$ cat src/rtl/i2s_iq_tdm_port.sv
// I2S/TDM master transceiver: divides AD9866clk into CBCLK/CLRCIO, serialises
// queued Tx IQ frames onto CDIN and assembles Rx IQ frames from CDOUT.
module i2s_iq_tdm_port #(
  parameter int SAMPLE_W  = 24,
  parameter int SLOT_W    = 32,
  parameter int NCH       = 2,
  parameter int MODE      = 0,
  parameter int BCLK_HALF = 12,
  parameter int TX_DEPTH  = 4
) (
  input  logic                         AD9866clk,
  input  logic                         extreset,
  input  logic                         en,
  input  logic [NCH*SAMPLE_W-1:0]      tx_data,
  input  logic                         tx_valid,
  output logic                         tx_ready,
  output logic [$clog2(TX_DEPTH):0]    tx_level,
  output logic                         tx_underrun,
  output logic [NCH*SAMPLE_W-1:0]      rx_data,
  output logic                         rx_valid,
  output logic                         CBCLK,
  output logic                         CLRCIO,
  output logic                         CDIN,
  input  logic                         CDOUT
);
  localparam int FW = NCH*SAMPLE_W;
  localparam int DW = $clog2(BCLK_HALF);
  localparam int SW = (NCH > 1) ? $clog2(NCH) : 1;
  localparam int PW = (SLOT_W > 1) ? $clog2(SLOT_W) : 1;
  localparam int AW = $clog2(TX_DEPTH);
  localparam logic [DW-1:0] D_LAST   = DW'(BCLK_HALF-1);
  localparam logic [SW-1:0] S_LAST   = SW'(NCH-1);
  localparam logic [PW-1:0] P_LAST   = PW'(SLOT_W-1);
  localparam logic [PW:0]   SAMP_LIM = (PW+1)'(SAMPLE_W);

  // Shift registers hold channel 0 at the top so bits leave/arrive MSB-first in slot order.
  function automatic logic [FW-1:0] swap_ch(input logic [FW-1:0] d);
    logic [FW-1:0] o;
    o = '0;
    for (int k = 0; k < NCH; k++) o[(NCH-1-k)*SAMPLE_W +: SAMPLE_W] = d[k*SAMPLE_W +: SAMPLE_W];
    return o;
  endfunction

  function automatic logic in_sample(input logic [PW-1:0] p);
    return {1'b0, p} < SAMP_LIM;
  endfunction

  logic [DW-1:0] div;
  logic          phase;
  logic [SW-1:0] slot, slot_n;
  logic [PW-1:0] pos, pos_n;
  logic          tick, fall, rise, last, lrc_n;
  logic          cbclk_q, clrc_q, cdin_q, underrun_q, rx_valid_q;
  logic [FW-1:0] txsr, tx_src, rxsr, rx_nxt, rx_data_q;
  logic          din_m, din_s;

  logic [FW-1:0] mem [TX_DEPTH];
  logic [AW-1:0] wr_ptr, rd_ptr;
  logic [AW:0]   level;
  logic          empty, push, pop;

  assign tick  = en && (div == D_LAST);
  assign fall  = tick & phase;
  assign rise  = tick & ~phase;
  assign last  = (slot == S_LAST) && (pos == P_LAST);
  assign empty = (level == '0);
  assign tx_ready = ~level[AW];
  assign push  = tx_valid & tx_ready;
  assign pop   = fall & last & ~empty;

  always_comb begin
    pos_n  = pos + 1'b1;
    slot_n = slot;
    if (pos == P_LAST) begin
      pos_n  = '0;
      slot_n = (slot == S_LAST) ? '0 : slot + 1'b1;
    end
    if (MODE == 0) lrc_n = ((slot_n != '0) || (pos_n == P_LAST)) && !((slot_n == S_LAST) && (pos_n == P_LAST));
    else           lrc_n = (slot_n == S_LAST) && (pos_n == P_LAST);
  end

  // Frame load happens on the falling tick that enters bit 0; an empty FIFO sends silence.
  always_comb begin
    tx_src = txsr;
    if (last) tx_src = empty ? '0 : swap_ch(mem[rd_ptr]);
    rx_nxt = in_sample(pos) ? {rxsr[FW-2:0], din_s} : rxsr;
  end

  always_ff @(posedge AD9866clk or negedge extreset) begin
    if (!extreset) begin
      din_m <= 1'b0;
      din_s <= 1'b0;
    end else begin
      din_m <= CDOUT;
      din_s <= din_m;
    end
  end

  always_ff @(posedge AD9866clk) begin
    if (push) mem[wr_ptr] <= tx_data;
  end

  always_ff @(posedge AD9866clk or negedge extreset) begin
    if (!extreset) begin
      wr_ptr <= '0;
      rd_ptr <= '0;
      level  <= '0;
    end else begin
      if (push) wr_ptr <= wr_ptr + 1'b1;
      if (pop)  rd_ptr <= rd_ptr + 1'b1;
      case ({push, pop})
        2'b10:   level <= level + 1'b1;
        2'b01:   level <= level - 1'b1;
        default: level <= level;
      endcase
    end
  end

  always_ff @(posedge AD9866clk or negedge extreset) begin
    if (!extreset) begin
      div <= '0; phase <= 1'b1; slot <= S_LAST; pos <= P_LAST;
      cbclk_q <= 1'b0; clrc_q <= 1'b0; cdin_q <= 1'b0;
      txsr <= '0; rxsr <= '0; rx_data_q <= '0;
      rx_valid_q <= 1'b0; underrun_q <= 1'b0;
    end else if (!en) begin
      div <= '0; phase <= 1'b1; slot <= S_LAST; pos <= P_LAST;
      cbclk_q <= 1'b0; clrc_q <= 1'b0; cdin_q <= 1'b0;
      txsr <= '0; rxsr <= '0;
      rx_valid_q <= 1'b0; underrun_q <= 1'b0;
    end else begin
      rx_valid_q <= 1'b0;
      underrun_q <= 1'b0;
      div <= (div == D_LAST) ? '0 : div + 1'b1;
      if (tick) phase <= ~phase;
      if (fall) begin
        cbclk_q    <= 1'b0;
        slot       <= slot_n;
        pos        <= pos_n;
        clrc_q     <= lrc_n;
        underrun_q <= last & empty;
        if (in_sample(pos_n)) {cdin_q, txsr} <= {tx_src, 1'b0};
        else begin
          cdin_q <= 1'b0;
          txsr   <= tx_src;
        end
      end
      if (rise) begin
        cbclk_q <= 1'b1;
        rxsr    <= rx_nxt;
        if (last) begin
          rx_data_q  <= swap_ch(rx_nxt);
          rx_valid_q <= 1'b1;
        end
      end
    end
  end

  assign tx_level    = level;
  assign tx_underrun = underrun_q;
  assign rx_data     = rx_data_q;
  assign rx_valid    = rx_valid_q;
  assign CBCLK       = cbclk_q;
  assign CLRCIO      = clrc_q;
  assign CDIN        = cdin_q;
endmodule

$ cat config.mk
export PLATFORM = sky130hd
export DESIGN_NAME = i2s_iq_tdm_port
export DESIGN_NICKNAME = d
export VERILOG_FILES = /design/src/rtl/i2s_iq_tdm_port.sv
export SDC_FILE = /design/constraint.sdc
export NUM_CORES = 1
export LEC_CHECK = 0
export BUFFER_PORTS_ARGS = -buffer_cell sky130_fd_sc_hd__buf_2
export CAP_MARGIN = 5
export CORE_MARGIN = 8
export CORE_UTILIZATION = 50
export CTS_CLUSTER_SIZE = 8
export DETAILED_ROUTE_END_ITERATION = 10
export GPL_ROUTABILITY_DRIVEN = 0
export PLACE_DENSITY = 0.68
export SYNTH_ARGS = -nofsm -noshare
export SYNTH_HDL_FRONTEND = slang
export SYNTH_SLANG_ARGS = --single-unit
$ cat constraint.sdc
create_clock -name AD9866clk -period 4.1 [get_ports AD9866clk]
set_input_delay 0.82 -clock AD9866clk [delete_from_list [all_inputs] [get_ports AD9866clk]]
set_output_delay 0.82 -clock AD9866clk [all_outputs]
set_load 0.03 [all_outputs]
# Word-level counts from Yosys, hierarchy flattened
# Memory sizes are Yosys's and may differ from the RTL's.
# Cells that the tools add are included.
# totals
mem_count	1
word_cells	89
register_bits	169
ram_bits	192
# op_classes
magnitude_cmp	2
bitwise	9
reduce_logical	9
eq_ne	9
n_mux	35
add_sub_neg	7
# memory_table
memory	depth	word_bits	read_ports	rd_ports_with_merged_regs	wr	line	text
mem	4	48	1	0	1	57	logic [FW-1:0] mem [TX_DEPTH];
# op_table
operator	n
48-bit two-way mux	8
1-bit two-way mux	21
5-bit two-way mux	3
5-bit == test, second input constant	2
5-bit less-than comparator, second input constant	2
4-bit two-way mux	2
1-bit bitwise AND	6
2-bit by 1-bit != test with 1-bit output, second input constant	3
3-bit one-hot mux with 2 select lines	1
5-bit by 1-bit adder with 5-bit output, second input constant	1
2-bit by 1-bit adder with 2-bit output, second input constant	2
4-bit by 1-bit adder with 4-bit output, second input constant	1
4-bit == test, second input constant	1
1-bit logical AND	4
3-bit by 1-bit adder with 3-bit output, second input constant	1
3-bit zero test	1
3-bit by 1-bit != test with 1-bit output, second input constant	1
1-bit inverter	3
3-bit AND reduction	1
3-bit by 1-bit subtractor with 3-bit output, second input constant	1
2-bit by 1-bit == test with 1-bit output, second input constant	1
2-bit == test, second input constant	1
2-bit nonzero test	1
1-bit adder, second input constant	1
other kinds (2)	2

# Depth between registers and ports, before layout
# Gate-level depths: netlist of the first run.
# depth
word_depth	8
ltp_mapped	12

# Least setup slack after synthesis of the first run
# OpenSTA, ideal clock, no wires.
# synth_path
path_kind	register to register
from	register pos[0]
to	register level[2] (netlist: tx_level[2])
setup_time_ns	0.133
path_stages_with_launch	13
arrival_ns	2.758
required_ns	3.967
synth_period_minus_slack_ns	2.891
setup_slack_ns	1.209
path_cell_list	dfstp_2 > ha_1 > and3_1 > ha_1 > ha_1 > o31ai_1 > nor3_1 > ha_1 > inv_1 > fa_1 > xor2_1 > nor2_1 > xnor2_1
# synth_via
elab_chain_cells	6
word_cells_on_any_way	8
cone_classes	eq/ne: 3; mux: 1; bitwise: 2; reduce/logical: 2
# synth_lines
element	line	text
from (decl)	51	logic [PW-1:0] pos, pos_n;
from (signal assigned)	138	pos <= pos_n;
5-bit == test (*)	65	assign last = (slot == S_LAST) && (pos == P_LAST);
1-bit logical AND (*)	65	
1-bit bitwise AND (*) (2 in a row)	69	assign pop = fall & last & ~empty;
via pop	60	logic empty, push, pop;
2-bit by 1-bit == test with 1-bit output or 2-bit == test (tied branches)	111	case ({push, pop})
3-bit one-hot mux with 2 select lines or 2-bit nonzero test (tied branches)	n/a	
to (signal assigned)	112	2'b10: level <= level + 1'b1;
to (signal assigned)	113	2'b01: level <= level - 1'b1;
to (signal assigned)	114	default: level <= level;
to (decl)	59	logic [AW:0] level;
# Mark *: on every way through the listed nets, which the timed path passes. The rest lies on a longest branch.
# A chain may end at the register's enable or synchronous reset.

# Worst setup path after layout of the first run
# Ends and elaborated chain as after synthesis.

==> results of run 1 <==
## per-layer routing
metal	share of wire	GRT usage	wire length [um]
met5	0	0	0
met4	0.019	0.0448	552
met3	0.056	0.0328	1640
met2	0.47	0.263	13600
met1	0.46	0.231	13200
## power groups by stage
stage / Sequential [uW] / Clock, uW / Combinational (uW)
after floorplan: 4310 / 0 / 508
after global placement: 4300 / 0 / 818
after detailed placement: 4310 / 0 / 830
after CTS: 4250 / 3960 / 833
after global routing: 4270 / 4110 / 903
final: 4250 / 3850 / 818
## cells by family (layout without fill, tap and decap cells)
| group | count (synthesis) | count (layout) |
|---|---|---|
| xor gates and xnor gates | 8 | 8 |
| AOI/OAI and AO/OA | 213 | 213 |
| and+or+nand+nor | 137 | 137 |
| buffers and inverters | 83 | 238 |
| adders and majority gates | 10 | 10 |
| muxes | 100 | 100 |
| DFF | 361 | 361 |
## per-stage QoR
stage / power (uW) / instances / utilization / setup WS (ns)
after global placement: 5110 / 1355 / 0.540 / 1.01
final: 8910 / 1451 / 0.592 / 0.872
after CTS: 9040 / 1451 / 0.592 / 0.860
after detailed placement: 5140 / 1355 / 0.540 / 0.885
after global routing: 9280 / 1451 / 0.592 / 0.571
after floorplan: 4820 / 912 / - / 1.21
## final cells by class
class | count | area [um^2]
Clock inverter | 4 | 83.8
Timing Repair Buffer | 128 | 732
Multi-Input combinational cell | 468 | 4300
Tap cell | 384 | 480
Inverter | 14 | 52.6
Clock buffer | 92 | 1430
Fill cell | 2257 | 11800
Sequential cell | 361 | 10000
## cell usage after synthesis (all sizes together), types with 4 or more instances
master,count,area (um^2)
nor3,4,31.3
edfxtp,192,5770
nor2,54,203
dfrtp,162,4050
inv,14,52.6
a22o,93,815
and2,5,31.3
nor2b,4,25.0
a221o,47,472
dfstp,7,184
clkbuf,33,124
xnor2,6,52.6
and3,49,308
buf,36,253
nand2,8,30.0
mux4,48,1080
ha,9,113
a21oi,53,265
mux2i,51,523
o21ai,4,31.3
## worst min path at each step
stage / to / from / depth (start not counted) / slack (ns)
finish: rx_data[35] / extreset / 1 / 0.26
global route: rx_data[35] / extreset / 1 / 0.31
CTS: rx_data[44] / extreset / 1 / 0.28
detailed placement: din_s / din_m / 0 / 0.35
global placement: din_s / din_m / 0 / 0.34
floorplan: din_s / din_m / 0 / 0.33
## sequential cells by signal (all words and copies together), names as in the netlist
name	cells
CDIN	1
tx_underrun	1
CLRCIO	1
txsr	48
din_s	1
rxsr	48
rx_data	48
tx_level	3
wr_ptr	2
din_m	1
slot	1
mem	192
rx_valid	1
div	4
pos	5
phase	1
CBCLK	1
rd_ptr	2
==> impl_metrics.py, run 1 <==
metrics = {
    "route": {
        "drtIter0Drc": 605,
        "first_pass_iters": 5,
        "drcViolationCount": 0,
        "wl_um": 29000,
        "avgViaCountPerCell": 5.81,
        "drtAntennaViolNets": 0,
        "via_count": 8424,
        "wl_per_cell_um": 20.0,
    },
    "setup_path": {
        "crit_slowest_cell": "dfstp_2",
        "worstPathMaxFanout": 7,
        "cpLargestDelayFamily": "adder cells",
        "regToRegEndpoint": "tx_level[2]",
        "r2r_slack_ns": 0.87,
        "arrival_ns": 3.70,
        "critical_path_class": "flop to flop",
        "crit_cells": 12,
        "cp_cell_sequence": "ha_1 > and3_1 > ha_1 > ha_1 > o31ai_1 > nor3_1 > ha_1 > inv_1 > fa_1 > xor2_1 > nor2_1 > xnor2_1",
        "worstPathRequired_ns": 4.57,
        "crit_path_frequent_cell": "ha_1",
        "worst_setup_path_end_kind": "flop",
        "reg2reg_depth": 12,
        "critPathLaunch": "pos[0]",
        "r2r-start": "pos[0]",
        "endpoint": "tx_level[2]",
        "path_buf_inv": 1,
        "critPathMaxStageDelay_ns": 0.56,
        "start_kind": "flop",
    },
    "synthesis": {
        "avgSynthCellArea_um2": 16.1,
        "ys_ff_latch": 361,
        "synth_top_flop_cell": "edfxtp_1",
        "synth_edf_count": 192,
        "synth_nets": 975,
        "syn_inst": 912,
        "synth-adder-area-share": 0.00903,
        "synth_top_family_by_area": "compound AO/OA/AOI/OAI gates",
        "synth_mux_area_frac": 0.110,
        "ys_types": 50,
        "synthSimpleGateAreaFrac": 0.0494,
        "synthXorXnorAreaFrac": 0.00477,
        "ys_warn_count": 0,
        "yosysSeqAreaShare": 0.681,
        "synth_compound_area_frac": 0.117,
        "synthArstFlopShare": 0.468,
        "syn-cell-area_um2": 14700,
    },
    "power": {
        "p_sw_frac": 0.237,
        "ir_worst_vdd_v": 0.000360,
        "power_density_nw_per_um2": 522,
        "internal_power_uw": 6800,
        "clockPowerShare": 0.432,
        "p_comb_frac": 0.092,
        "seqPwrFrac": 0.476,
        "p_switching_uw": 2110,
        "p_leak_uw": 0.00700,
    },
    "final_layout": {
        "diodes": 0,
        "drive_gt1_frac": 0.241,
        "area_growth_pct": 16.3,
        "final_cell_mix": "edfxtp_1 (192), dfrtp_1 (160), buf_2 (108)",
        "final_area_um2": 17100,
        "layout_commonest_cell": "edfxtp_1",
        "layout.nets": 1087,
    },
    "clock_tree": {
        "clock_latency_ns": 0.56,
        "clk_pin_slew_ns": 0.05,
        "clock-sinks": 361,
        "htreeDepth": 2,
        "post_cts_buffers": 0,
        "cts_buffers": 51,
        "postCtsHoldBufs": 0,
        "cts_root_buf": "clkbuf_16",
        "cts_resized": 0,
        "cts_tree": "yes",
        "clockBufferDepth": 3,
    },
    "timing": {
        "hold_viol": 0,
        "post-route-period-util": 0.787,
        "hold_ws_ns": 0.260,
        "rsz0062_at_grt": "false",
        "finalSetupViolations": 0,
        "fmax_mhz": 310,
        "slew_violations": 0,
        "fin_setup_tns_ns": 0,
        "finalClockSkew_ns": 0.0247,
        "fin_crit_ns": 3.23,
        "maxSlewHeadroom": 0.359,
        "worstMarginPinSlew_ns": 0.960,
    },
    "die": {
        "die_w_um": 187,
        "ios": 110,
        "die_area_um2": 35100,
        "core_um2": 28900,
        "die_height_um": 187,
        "start_util": 0.509,
        "num_rows": 62,
    },
    "global_route": {
        "grt_first_pass_wirelength_um": 48100,
        "grt_usage": 0.165,
        "antenna_found_initial": 0,
        "grt_pass1_vias": 8738,
        "grt_start_max_net_pins": 69,
        "overflow": 0,
    },
    "placed_design": {
        "dpl_cell_area_um2": 15600,
        "io_buffers": 109,
        "hpwlAfterDp_um": 16300,
    },
    "status": {
        "status": "finished, final reports clean",
    },
    "min_path": {
        "hp-class": "input pin to async pin",
    },
    "flow_run": {
        "drv_cap": 0,
    },
}
Note: power is estimated with default switching activity, not from simulation.
==> run 2, diff against run 1 <==
--- a/config.mk
+++ b/config.mk
@@ -5,6 +5,7 @@
 export SDC_FILE = /design/constraint.sdc
 export NUM_CORES = 1
 export LEC_CHECK = 0
+export ABC_AREA = 1
 export BUFFER_PORTS_ARGS = -buffer_cell sky130_fd_sc_hd__buf_2
 export CAP_MARGIN = 5
 export CORE_MARGIN = 8
==> constraint.sdc (replaced) <==
create_clock -name AD9866clk -period 3.2 [get_ports AD9866clk]
set_input_delay 0.64 -clock AD9866clk [delete_from_list [all_inputs] [get_ports AD9866clk]]
set_output_delay 0.64 -clock AD9866clk [all_outputs]
set_load 0.03 [all_outputs]
==> impl_metrics.py, run 2 <==
metrics = {
    "synthesis": {
        "synthSimpleGateAreaFrac": 0.232,
        "synth_nets": 1628,
        "synth.cells.most_frequent": "nand2_1 (532), nand3_1 (278), edfxtp_1 (192)",
        "ys_types": 30,
        "synth_top_family_by_area": "simple AND/OR/NAND/NOR gates",
        "synthArstFlopShare": 0.468,
        "syn-cell-area_um2": 15400,
        "synth_top_flop_cell": "edfxtp_1",
        "synth_compound_area_frac": 0.0548,
        "synthXorXnorAreaFrac": 0.00397,
        "yosysSeqAreaShare": 0.648,
        "yosysMostFrequentCell": "nand2_1",
        "avgSynthCellArea_um2": 9.86,
        "synth_area_leaders": "edfxtp_1 (37%), dfrtp_1 (26%), nand2_1 (13%)",
        "synth_edf_count": 192,
        "yosysTopAreaCellShare": 0.374,
        "synth_top_cell_by_area": "edfxtp_1",
        "synth_mux_area_frac": 0,
        "ys_warn_count": 0,
        "ys_ff_latch": 361,
        "syn_inst": 1565,
        "synth-adder-area-share": 0.00859,
    },
    "setup_path": {
        "r2r_slack_ns": 0.60,
        "start_kind": "flop",
        "worst_setup_path_end_kind": "flop",
        "critical_path_class": "flop to flop",
        "arrival_ns": 3.03,
        "crit_path_frequent_cell": "ha_1",
        "path_buf_inv": 2,
        "worstPathMaxFanout": 5,
        "cpLargestDelayFamily": "adder cells",
        "crit_slowest_cell": "dfstp_2",
        "critPathMaxStageDelay_ns": 0.56,
        "worstPathRequired_ns": 3.63,
        "cp_cell_sequence": "ha_1 > nand2_1 > nor2_1 > ha_1 > ha_1 > nand3_1 > inv_1 > ha_1 > inv_1 > fa_1 > a21oi_1 > o21ai_0 > xor2_1",
    },
    "final_layout": {
        "drive_gt1_frac": 0.131,
        "regMostFlops": "mem",
        "layout_commonest_cell": "nand2_1",
        "final_cell_mix": "nand2_1 (531), nand3_1 (278), edfxtp_1 (192)",
        "area_growth_pct": 15.8,
        "fillers": 2578,
        "layout.nets": 1719,
        "fin_util": 0.586,
        "largest_reg_flops": 192,
    },
    "timing": {
        "worstMarginPinSlew_ns": 1.04,
        "hold_ws_ns": 0.151,
        "fin_crit_ns": 2.60,
        "fin_ws_ns": 0.596,
        "finalSetupViolations": 0,
        "post-route-period-util": 0.814,
        "finalClockSkew_ns": 0.0157,
        "rsz0062_at_grt": "false",
        "maxSlewHeadroom": 0.308,
        "fmax_mhz": 384,
        "fin_setup_tns_ns": 0,
        "hold_viol": 0,
        "slew_violations": 0,
    },
    "global_route": {
        "antenna_found_initial": 1,
        "overflow": 0,
        "grt_usage": 0.189,
        "grt_start_max_net_pins": 98,
        "grt_first_pass_wirelength_um": 56900,
        "grt_pass1_vias": 11096,
    },
    "clock_tree": {
        "clock_latency_ns": 0.56,
        "clockBufferDepth": 3,
        "cts_root_buf": "clkbuf_16",
        "post_cts_buffers": 0,
        "cts_resized": 0,
        "postCtsHoldBufs": 0,
        "clk_pin_slew_ns": 0.06,
        "htreeDepth": 2,
        "cts_tree": "yes",
        "clock-sinks": 361,
        "cts_buffers": 51,
    },
    "route": {
        "drtIter0Drc": 960,
        "drcViolationCount": 0,
        "drtAntennaViolNets": 0,
        "first_pass_iters": 7,
        "wl_per_cell_um": 16.6,
        "via_count": 11116,
        "avgViaCountPerCell": 5.33,
        "wl_um": 34600,
    },
    "power": {
        "ir_worst_vdd_v": 0.000507,
        "power_density_nw_per_um2": 562,
        "p_leak_uw": 0.00769,
        "power_uw": 10000,
    },
    "die": {
        "die_height_um": 192,
        "die_w_um": 192,
        "start_util": 0.506,
        "core_um2": 30500,
        "num_rows": 64,
        "die_area_um2": 36700,
        "ios": 110,
    },
    "status": {
        "status": "finished, final reports clean",
    },
    "placed_design": {
        "hpwlAfterDp_um": 19700,
        "post-place-ws_ns": 0.611,
        "io_buffers": 109,
    },
    "min_path": {
        "hp-class": "input pin to async pin",
    },
    "flow_run": {
        "drv_cap": 0,
    },
}
[run 2: cell families after synthesis]
| kind of cell | after synthesis |
|---|---|
| and+or+nand+nor | 848 |
| DFF | 361 |
| buffers and inverters | 184 |
| AOI/OAI and AO/OA | 155 |
| adders and majority gates | 10 |
| xor gates and xnor gates | 7 |
[run 2: final timing paths]
path                       cells after the start      from           to
hold / removal                                 1  extreset  rx_data[45]
max in group asynchronous                      2  extreset       pos[1]
hold reg to reg                                0     din_m        din_s
setup reg to reg                              13    pos[0]  tx_level[2]
min in group AD9866clk                         1     CDOUT        din_m
setup / recovery                              13    pos[0]  tx_level[2]
[run 2: area by class of cell]
cell class	count	area, um^2	area share
clock buffer	84	1420	0.0795
antenna	1	2.50	0.000140
sequential	361	10000	0.560
tap	396	495	0.0277
inverter	84	315	0.0176
multi-input combinational	1020	4670	0.262
clock inverter	3	58.8	0.00329
timing repair buffer	138	895	0.0501
[run 2: power by group]
part / total (uW) / switching [uW] / internal [uW]
combinational: 201 / 145 / 55.7
sequential: 4920 / 3.82 / 4920
clock: 4920 / 1920 / 3010
[run 2: per-layer routing]
| metal | wire, um | up-vias | GRT usage |
|---|---|---|---|
| li1 | - | 5431 | - |
| met1 | 14900 | 5322 | 0.241 |
| met2 | 17100 | 297 | 0.327 |
| met3 | 1700 | 66 | 0.0305 |
| met4 | 818 | 0 | 0.0610 |
| met5 | 0 | - | 0 |
[run 2: per-stage QoR]
stage / area (um^2) / cells
final: 17900 / 2087
after CTS: 17900 / 2086
after global routing: 17900 / 2087
after global placement: 16400 / 1999
after detailed placement: 16400 / 1999
after floorplan: 15400 / 1565
